===== config.mk =====
export PLATFORM = sky130hd
export DESIGN_NAME = uart_rx_flat
export DESIGN_NICKNAME = d
export VERILOG_FILES = /design/src/rtl/uart_rx_pkg.sv /design/src/rtl/uart_rx_if.sv /design/src/rtl/uart_rx_baud_gen.sv /design/src/rtl/uart_rx.sv /design/src/flat_wrapper.sv
export SDC_FILE = /design/constraint.sdc
export NUM_CORES = 1
export LEC_CHECK = 0
export CORE_MARGIN = 1.5
export CORE_UTILIZATION = 56
export DETAILED_ROUTE_END_ITERATION = 10
export HOLD_SLACK_MARGIN = 0.12
export PLACE_DENSITY = 0.88
export SKIP_LAST_GASP = 1
export SLEW_MARGIN = 20
export SYNTH_ARGS = -nofsm -noshare
export SYNTH_HDL_FRONTEND = slang
export SYNTH_SLANG_ARGS = --single-unit
export TNS_END_PERCENT = 30

===== constraint.sdc =====
create_clock -name i_clk -period 1.85 [get_ports i_clk]
set_input_delay 0.185 -clock i_clk [delete_from_list [all_inputs] [get_ports i_clk]]
set_output_delay 0.185 -clock i_clk [all_outputs]
set_load 0.02 [all_outputs]

===== src/rtl/uart_rx_pkg.sv =====
// Shared UART definitions: FSM state encoding and default frame/baud parameters,
// common to the receiver and transmitter.
package uart_rx_pkg;

    localparam int DEF_DATA_SIZE = 8;
    localparam int DEF_SB_TICK   = 16;
    localparam int DEF_BAUD_DIV  = 163;

    localparam logic [1:0] ST_IDLE  = 2'd0;
    localparam logic [1:0] ST_START = 2'd1;
    localparam logic [1:0] ST_DATA  = 2'd2;
    localparam logic [1:0] ST_STOP  = 2'd3;

    typedef enum logic [1:0] {
        IDLE  = ST_IDLE,
        START = ST_START,
        DATA  = ST_DATA,
        STOP  = ST_STOP
    } uart_state_e;

    // Counter width able to index 0..range-1, never narrower than one bit.
    function automatic int cnt_width(input int range);
        return (range > 1) ? $clog2(range) : 1;
    endfunction

endpackage


===== src/rtl/uart_rx_if.sv =====
// Receiver-side UART signal bundle: serial line in, received byte and status pulses out.
interface uart_rx_if #(
    parameter int DATA_SIZE = uart_rx_pkg::DEF_DATA_SIZE
);

    logic                 i_rx;
    logic                 o_rx_done;
    logic [DATA_SIZE-1:0] o_data;
    logic                 o_frame_err;

    modport master (
        input  i_rx,
        output o_rx_done,
        output o_data,
        output o_frame_err
    );

    modport slave (
        output i_rx,
        input  o_rx_done,
        input  o_data,
        input  o_frame_err
    );

endinterface


===== src/rtl/uart_rx_baud_gen.sv =====
// Free-running oversampling tick generator: one-cycle tick every BAUD_DIV clocks.
module baud_gen
    import uart_rx_pkg::*;
#(
    parameter int BAUD_DIV = DEF_BAUD_DIV
) (
    input  logic i_clk,
    input  logic i_reset,
    output logic o_tick
);

    localparam int             CW       = cnt_width(BAUD_DIV);
    localparam logic [CW-1:0]  CNT_LAST = CW'(BAUD_DIV - 1);
    localparam logic [CW-1:0]  CNT_ONE  = CW'(1);

    logic [CW-1:0] cnt_r;
    logic          tick_r;

    // Divider counter; the tick is registered on the wrap cycle.
    always_ff @(posedge i_clk) begin
        if (!i_reset) begin
            cnt_r  <= '0;
            tick_r <= 1'b0;
        end else if (cnt_r == CNT_LAST) begin
            cnt_r  <= '0;
            tick_r <= 1'b1;
        end else begin
            cnt_r  <= cnt_r + CNT_ONE;
            tick_r <= 1'b0;
        end
    end

    assign o_tick = tick_r;

endmodule


===== src/rtl/uart_rx.sv =====
// UART receiver: 16x oversampled, LSB-first frames with start-bit glitch rejection
// and stop-bit framing check; status outputs are single-cycle registered pulses.
module uart_rx
    import uart_rx_pkg::*;
#(
    parameter int DATA_SIZE = DEF_DATA_SIZE,
    parameter int SB_TICK   = DEF_SB_TICK,
    parameter int BAUD_DIV  = DEF_BAUD_DIV
) (
    input  logic       i_clk,
    input  logic       i_reset,
    uart_rx_if.master  bus
);

    localparam int            NW     = cnt_width(DATA_SIZE);
    localparam logic [NW-1:0] N_LAST = NW'(DATA_SIZE - 1);
    localparam logic [NW-1:0] N_ONE  = NW'(1);
    localparam logic [3:0]    S_MID  = 4'd7;
    localparam logic [3:0]    S_LAST = 4'd15;
    localparam logic [3:0]    S_STOP = 4'(SB_TICK - 1);

    logic                 sync1_r;
    logic                 sync2_r;
    logic                 rx_s;
    logic                 tick_s;

    uart_state_e          state_r;
    logic [3:0]           s_r;
    logic [NW-1:0]        n_r;
    logic [DATA_SIZE-1:0] b_r;
    logic [DATA_SIZE-1:0] data_r;
    logic                 done_r;
    logic                 ferr_r;

    baud_gen #(
        .BAUD_DIV (BAUD_DIV)
    ) u_baud_gen (
        .i_clk   (i_clk),
        .i_reset (i_reset),
        .o_tick  (tick_s)
    );

    // Two-flop synchronizer for the asynchronous line; resets to the idle level.
    always_ff @(posedge i_clk) begin
        if (!i_reset) begin
            sync1_r <= 1'b1;
            sync2_r <= 1'b1;
        end else begin
            sync1_r <= bus.i_rx;
            sync2_r <= sync1_r;
        end
    end

    assign rx_s = sync2_r;

    // Frame FSM with its counters, shift register and registered status outputs.
    always_ff @(posedge i_clk) begin
        if (!i_reset) begin
            state_r <= IDLE;
            s_r     <= 4'd0;
            n_r     <= '0;
            b_r     <= '0;
            data_r  <= '0;
            done_r  <= 1'b0;
            ferr_r  <= 1'b0;
        end else begin
            done_r <= 1'b0;
            ferr_r <= 1'b0;
            case (state_r)
                IDLE: begin
                    if (!rx_s) begin
                        s_r     <= 4'd0;
                        state_r <= START;
                    end
                end
                START: begin
                    if (tick_s) begin
                        // Mid start bit: a line that is high again was only a glitch.
                        if (s_r == S_MID) begin
                            if (!rx_s) begin
                                s_r     <= 4'd0;
                                n_r     <= '0;
                                state_r <= DATA;
                            end else begin
                                state_r <= IDLE;
                            end
                        end else begin
                            s_r <= s_r + 4'd1;
                        end
                    end
                end
                DATA: begin
                    if (tick_s) begin
                        if (s_r == S_LAST) begin
                            s_r <= 4'd0;
                            b_r <= {rx_s, b_r[DATA_SIZE-1:1]};
                            if (n_r == N_LAST) begin
                                state_r <= STOP;
                            end else begin
                                n_r <= n_r + N_ONE;
                            end
                        end else begin
                            s_r <= s_r + 4'd1;
                        end
                    end
                end
                STOP: begin
                    if (tick_s) begin
                        if (s_r == S_STOP) begin
                            if (rx_s) begin
                                data_r <= b_r;
                                done_r <= 1'b1;
                            end else begin
                                ferr_r <= 1'b1;
                            end
                            state_r <= IDLE;
                        end else begin
                            s_r <= s_r + 4'd1;
                        end
                    end
                end
                default: begin
                    state_r <= IDLE;
                end
            endcase
        end
    end

    assign bus.o_rx_done   = done_r;
    assign bus.o_data      = data_r;
    assign bus.o_frame_err = ferr_r;

endmodule


===== src/flat_wrapper.sv =====
// flat-port wrapper written by rule: the top's interface ports become plain ports
module uart_rx_flat import uart_rx_pkg::*;
#(
    parameter int DATA_SIZE = DEF_DATA_SIZE,
    parameter int SB_TICK   = DEF_SB_TICK,
    parameter int BAUD_DIV  = DEF_BAUD_DIV
)
  (i_clk, i_reset, bus_i_rx, bus_o_rx_done, bus_o_data, bus_o_frame_err);
  uart_rx_if #(.DATA_SIZE(DATA_SIZE)) bus_i ();
  input  logic i_clk;
  input  logic i_reset;
  input wire logic [$bits(bus_i.i_rx)-1:0] bus_i_rx;
  output wire logic [$bits(bus_i.o_rx_done)-1:0] bus_o_rx_done;
  output wire logic [$bits(bus_i.o_data)-1:0] bus_o_data;
  output wire logic [$bits(bus_i.o_frame_err)-1:0] bus_o_frame_err;
  assign bus_i.i_rx = bus_i_rx;
  assign bus_o_rx_done = bus_i.o_rx_done;
  assign bus_o_data = bus_i.o_data;
  assign bus_o_frame_err = bus_i.o_frame_err;
  uart_rx #(.DATA_SIZE(DATA_SIZE), .SB_TICK(SB_TICK), .BAUD_DIV(BAUD_DIV)) u_core (.i_clk(i_clk), .i_reset(i_reset), .bus(bus_i));
endmodule

-- Yosys cells after proc, flatten, opt, wreduce, memory -nomap -nowiden
Index checks and enable logic that the tools add are counted.
- eq/ne operators: 18
- mux-type cells: 28
- add/sub/neg operators: 3
- reductions and logical operators: 9
- bitwise gates (word level): 1
- operators with widths (cell ; number):
    two-way mux 4 bit ; 7
    two-way mux 2 bit ; 9
    two-way mux 3 bit ; 6
    case mux 4 bit (4 select lines) ; 1
    inequality test 2 bit (second input constant) ; 7
    AND reduction 4 bit ; 3
    adder 8 x 1 -> 8 bit (second input constant) ; 1
    == test 8 bit (second input constant) ; 1
    inequality test 2 x 1 -> 1 bit (second input constant) ; 4
    case mux 2 bit (4 select lines) ; 1
    AND reduction 8 bit ; 1
    AND reduction 7 bit ; 1
    case mux 3 bit (2 select lines) ; 1
    adder 4 x 1 -> 4 bit (second input constant) ; 1
    == test 2 bit (second input constant) ; 2
    == test 4 x 3 -> 1 bit (second input constant) ; 1
    == test 4 bit (second input constant) ; 1
    adder 3 x 1 -> 3 bit (second input constant) ; 1
    == test 3 bit (second input constant) ; 1
    two-way mux 1 bit ; 3
    AND reduction 3 bit ; 1
    == test 2 x 1 -> 1 bit (second input constant) ; 1
    logical NOT 2 bit ; 1
    nonzero test 2 bit ; 1
    other kinds (2) ; 2
- input bits: 3
- logic and storage cells: 70
- register bits after elaboration: 38
- output and inout bits: 10

-- Logic depth before layout (Yosys ltp)
- depth in word-level cells: 5
- mapped depth: 6
- mapped depth without buffers: 6

-- Cells and area by module
From an unflattened synthesis, not the netlist that was laid out.
- cells, all modules: 184
- area total of the unflattened synthesis: 1742.9 sq um
- modules (own cells, without submodules) (module ; area an instance (sq um) ; sequential area each (sq um) ; cells each ; times used):
    uart_rx ; 1323.8 ; 580.6 ; 142 ; 1
    baud_gen ; 419.2 ; 180.2 ; 42 ; 1

-- Worst setup path after synthesis
OpenSTA, ideal clock, no wires.
- path kind: register to register
- start point: reg u_core.s_r[0]
- end point: reg u_core.n_r[0]
- library setup time: 72 ps
- clock period less this slack: 1503 ps
- required time: 1778 ps
- arrival: 1431 ps
- path buffers: 1
- cell stages (with the launch flop): 7
- path slack: 347 ps
- cell sequence: dfxtp_1 ha_1 and2_2 and4_4 buf_12 a21oi_4 mux2i_1
- longest elaborated chain between the ends: 3
- elaborated cells on any way between the ends: 5
- those cells by class: 4 x eq/ne; 1 x reduce/logical
- ends and longest elaborated chain (element ; line ; RTL):
    start: declaration ; uart_rx.sv:28 ; logic [3:0] s_r;
    start signal: assignment ; uart_rx.sv:88 ; s_r <= s_r + 4'd1;
    start signal: assignment ; uart_rx.sv:103 ; s_r <= s_r + 4'd1;
    start signal: assignment ; uart_rx.sv:118 ; s_r <= s_r + 4'd1;
    == test 4 bit / == test 4 x 3 -> 1 bit (equally long branches) ; uart_rx.sv:94, uart_rx.sv:79 ;
    inequality test 2 x 1 -> 1 bit (no line) ; -- ;
    AND reduction 7 bit (no line) * ; -- ;
    end signal: assignment ; uart_rx.sv:100 ; n_r <= n_r + N_ONE;
    end: declaration ; uart_rx.sv:29 ; logic [NW-1:0] n_r;
Mark *: on every way between the ends. The rest lies on a longest branch, timed or not.
A chain may end at the register's enable or synchronous reset.

-- Final worst setup path
- start point: reg u_core.s_r[0]
- end point: reg u_core.data_r[7], in the netlist u_core.bus.o_data[7]
- longest elaborated chain between the ends: 2
- ends and longest elaborated chain (element ; line ; RTL):
    == test 4 bit ; uart_rx.sv:109 ; if (s_r == S_STOP) begin
    AND reduction 4 bit (no line) ; -- ;
    end signal: assignment ; uart_rx.sv:111 ; data_r <= b_r;
    end: declaration ; uart_rx.sv:31 ; logic [DATA_SIZE-1:0] data_r;
Every way passes these cells.

==> key figures <==
Outcome
  • Status: finished, violations left
  • Failing checks: design-rule violations

Placed design
  • Pre-CTS setup slack: 239 ps
  • GP Congestion: 0.776
  • Port Buffers: 12
  • Dpl hpwl: 2210 microns

Floorplan
  • Standard-cell rows: 19
  • Die Area: 0.00338 sq mm
  • Chip width: 58.2 microns
  • Initial Utilization: 60.2%
  • Die height: 58.2 microns
  • Io pins: 13
  • Core area: 0.00283 sq mm

Final layout
  • Layout cell share with drive strength beyond 1: 9.23%
  • Multi-input logic area: 841 sq um
  • Nets: 202
  • Reg area: 761 sq um
  • Fill cells: 235
  • Area delta synth->final: 12.0%
  • Antenna diodes: 0

Clocking
  • Post-CTS setup buffer count: 0
  • Root Driver: clkbuf_4
  • Clock Sinks: 38
  • Clock transition at path regs: 110 ps
  • Clk buf depth: 2
  • Hold_buf cts: 0
  • Number of CTS-inserted buffers: 5
  • CTS tree: built
  • H-tree Lvls: 2
  • Clock Latency Late Sink: 350 ps
  • Cts repair resizes: 0

Critical path
  • Critical path type: reg2reg
  • FF-to-FF End: u_core.bus.o_data[7]
  • CP cell instances: ha_1 > nand4_1 > or3_1 > nand2_1 > a21boi_0
  • Worst Reg-to-Reg Cells: 5
  • CP max FO: 8
  • Critical R2R Launch: u_core.s_r[0]
  • CP startpoint kind: flip-flop
  • WP buf/inv: 0
  • Crit-path leading delay family: simple AND/OR/NAND/NOR gates
  • Critical path's slowest cell: or3_1
  • Crit path DAT: 1860 ps
  • Max incr delay on CP: 490 ps
  • WP data required: 2090 ps
  • Endpoint type of the worst setup path: flip-flop
  • R2r setup slk: 230 ps

Timing
  • Setup TNS: 0 ps
  • Slew margin rel.: 69.6%
  • Setup Viol. Count Final: 0
  • Worst slew pin tran: 453 ps
  • Post-route worst setup slack: 231 ps
  • Final Hold Fails: 0
  • Final clock skew: 8.77 ps
  • Minimum clock period after layout: 1620 ps
  • RSZ-0062 raised after global routing: false
  • Worst hold slack: 389 ps
  • Final Max Tran Viols: 0
  • Max Clk Rate: 618 MHz
  • Final period utilization: 87.5%

Synth
  • Synth cell types: 41
  • Average size of a mapped cell: 9.31 sq um
  • Seq/Total Area, Yosys: 44.6%
  • Syn Std Cell Area: 0.00170 sq mm
  • Commonest cells post-synth: 38 x dfxtp_1, 22 x nand2_1, 15 x nor2_1, 14 x nand3_1
  • Most numerous cell in the Yosys netlist: dfxtp_1
  • Leading area contributor after synthesis: dfxtp_1
  • Post-synth top area share: 44.6%
  • Cell count after synthesis: 183
  • Asr flop ratio synth: 0%
  • Flops & latches, synth: 38
  • Number of flops mapped to enable cells by yosys: 0
  • Ys flop type: dfxtp_1
  • Synth area leaders: dfxtp_1 45%, mux2i_1 6.5%, nand2_1 4.8%
  • Syn_nets: 191
  • Yosys synthesis warning count: 0

Min path
  • Worst hold path depth: 2
  • Worst min-delay path startpoint: bus_i_rx
  • HP Class: in2reg
  • Hold EP: u_core.sync1_r

Route
  • 1st-iter DRT viols: 69
  • Drt first pass iters: 7
  • DRC: 3
  • Vias post-DR: 1277
  • Detail Route Antenna Nets: 0
  • Routed WL: 3130 microns
  • Routed vias/inst: 5.65
  • DR WL/cell: 13.8 microns

GRT
  • GRT overflow: 0
  • First-pass GRT wire length: 5490 microns
  • GRT Overall Usage: 21.5%
  • Initial antenna violation count: 0
  • Largest net degree at the start of global routing: 36
  • Vias in the first global route: 1282

Flow run
  • MaxCap Viol Count: 0

Pwr
  • Cell Pwr Density: 864 mW/mm^2
  • Peak VDD IR: 0.544 mV
  • Leakage power: 0.669 nW
==> where the power goes <==
group          internal (W)  switching (W)   total, W
sequential         0.000829      0.0000155   0.000844
combinational     0.0000340      0.0000407  0.0000747
clock              0.000458       0.000274   0.000731
total               0.00132       0.000330    0.00165
==> cell type report <==
class / instances / area share, %
Timing Repair Buffer: 14 / 7.08
Clock buffer: 6 / 2.69
Clock inverter: 2 / 3.15
Sequential cell: 38 / 39.8
Multi-Input combinational cell: 129 / 44.0
Inverter: 6 / 1.18
Tap cell: 31 / 2.03
==> registers in the layout, indices dropped and copies added, names as in the netlist, named ones only <==
signal and count:
u_core.rx_s 1, u_core.state_r 1, u_core.n_r 3, u_core.sync1_r 1, u_core.bus.o_frame_err 1, u_core.u_baud_gen.cnt_r 8, u_core.s_r 4, u_core.b_r 8
u_core.bus.o_rx_done 1, u_core.u_baud_gen.o_tick 1, u_core.bus.o_data 8
==> worst max path at each step <==
| stage | start | slack (ps) | endpoint | cells after the start |
|---|---|---|---|---|
| after floorplan | u_core.s_r[0] | 350 | u_core.n_r[0] | 6 |
| after detailed placement | u_core.s_r[0] | 240 | u_core.bus.o_data[5] | 5 |
| after CTS | u_core.s_r[0] | 220 | u_core.bus.o_data[5] | 5 |
| after global routing | u_core.state_r[0] | 100 | u_core.s_r[1] | 3 |
| final | u_core.s_r[0] | 230 | u_core.bus.o_data[7] | 5 |
| after global placement | u_core.s_r[0] | 340 | u_core.bus.o_data[4] | 5 |
==> placed cells by master (no fill, tap or decap), types with 4 or more instances in the layout <==
cell type        Yosys  routed
clkbuf_4             0       5
ha_1                 5       5
nand2b_1             4       4
nand2_1             22      22
nand3_1             14      14
xnor2_1              5       5
dfxtp_1             38      38
a21boi_0             4       4
nor2_1              15      15
inv_1                6       6
nor2b_1             11      11
o22ai_1              4       4
a21boi_1             4       4
mux2i_1             11      11
clkdlybuf4s50_1      0      12
==> routing by layer <==
layer | track usage [%] | part of all wire [%] | wire length, microns | vias to the layer above
li1 | - | - | - | 641
met1 | 23.5 | 42 | 1300 | 591
met2 | 36.4 | 51 | 1590 | 40
met3 | 8.04 | 5.6 | 174 | 5
met4 | 10.6 | 1.7 | 54 | 0
met5 | 0 | 0 | 0 | -
==> cell families after synthesis <==
kind of cell             Yosys count  synth area share (%)
AND/OR/NAND/NOR                   82                  25.0
flip-flops                        38                  44.6
AO/OA/AOI/OAI                     24                  10.6
buffers and inverters             16                  6.02
multiplexers                      11                  6.46
XOR/XNOR                           7                  3.60
adder cells (fa/ha/maj)            5                  3.67
==> through the flow <==
stage / instances / total power [W] / utilization, % / cell area, sq um
CTS: 226 / 0.00166 / 67.5 / 1910
detailed placement: 218 / 0.000936 / 63.6 / 1800
floorplan: 183 / 0.000922 / - / 1700
finish: 226 / 0.00165 / 67.5 / 1910
global route: 226 / 0.00172 / 67.5 / 1910
global placement: 218 / 0.000930 / 63.6 / 1800
(Power assumes the default switching activity.)
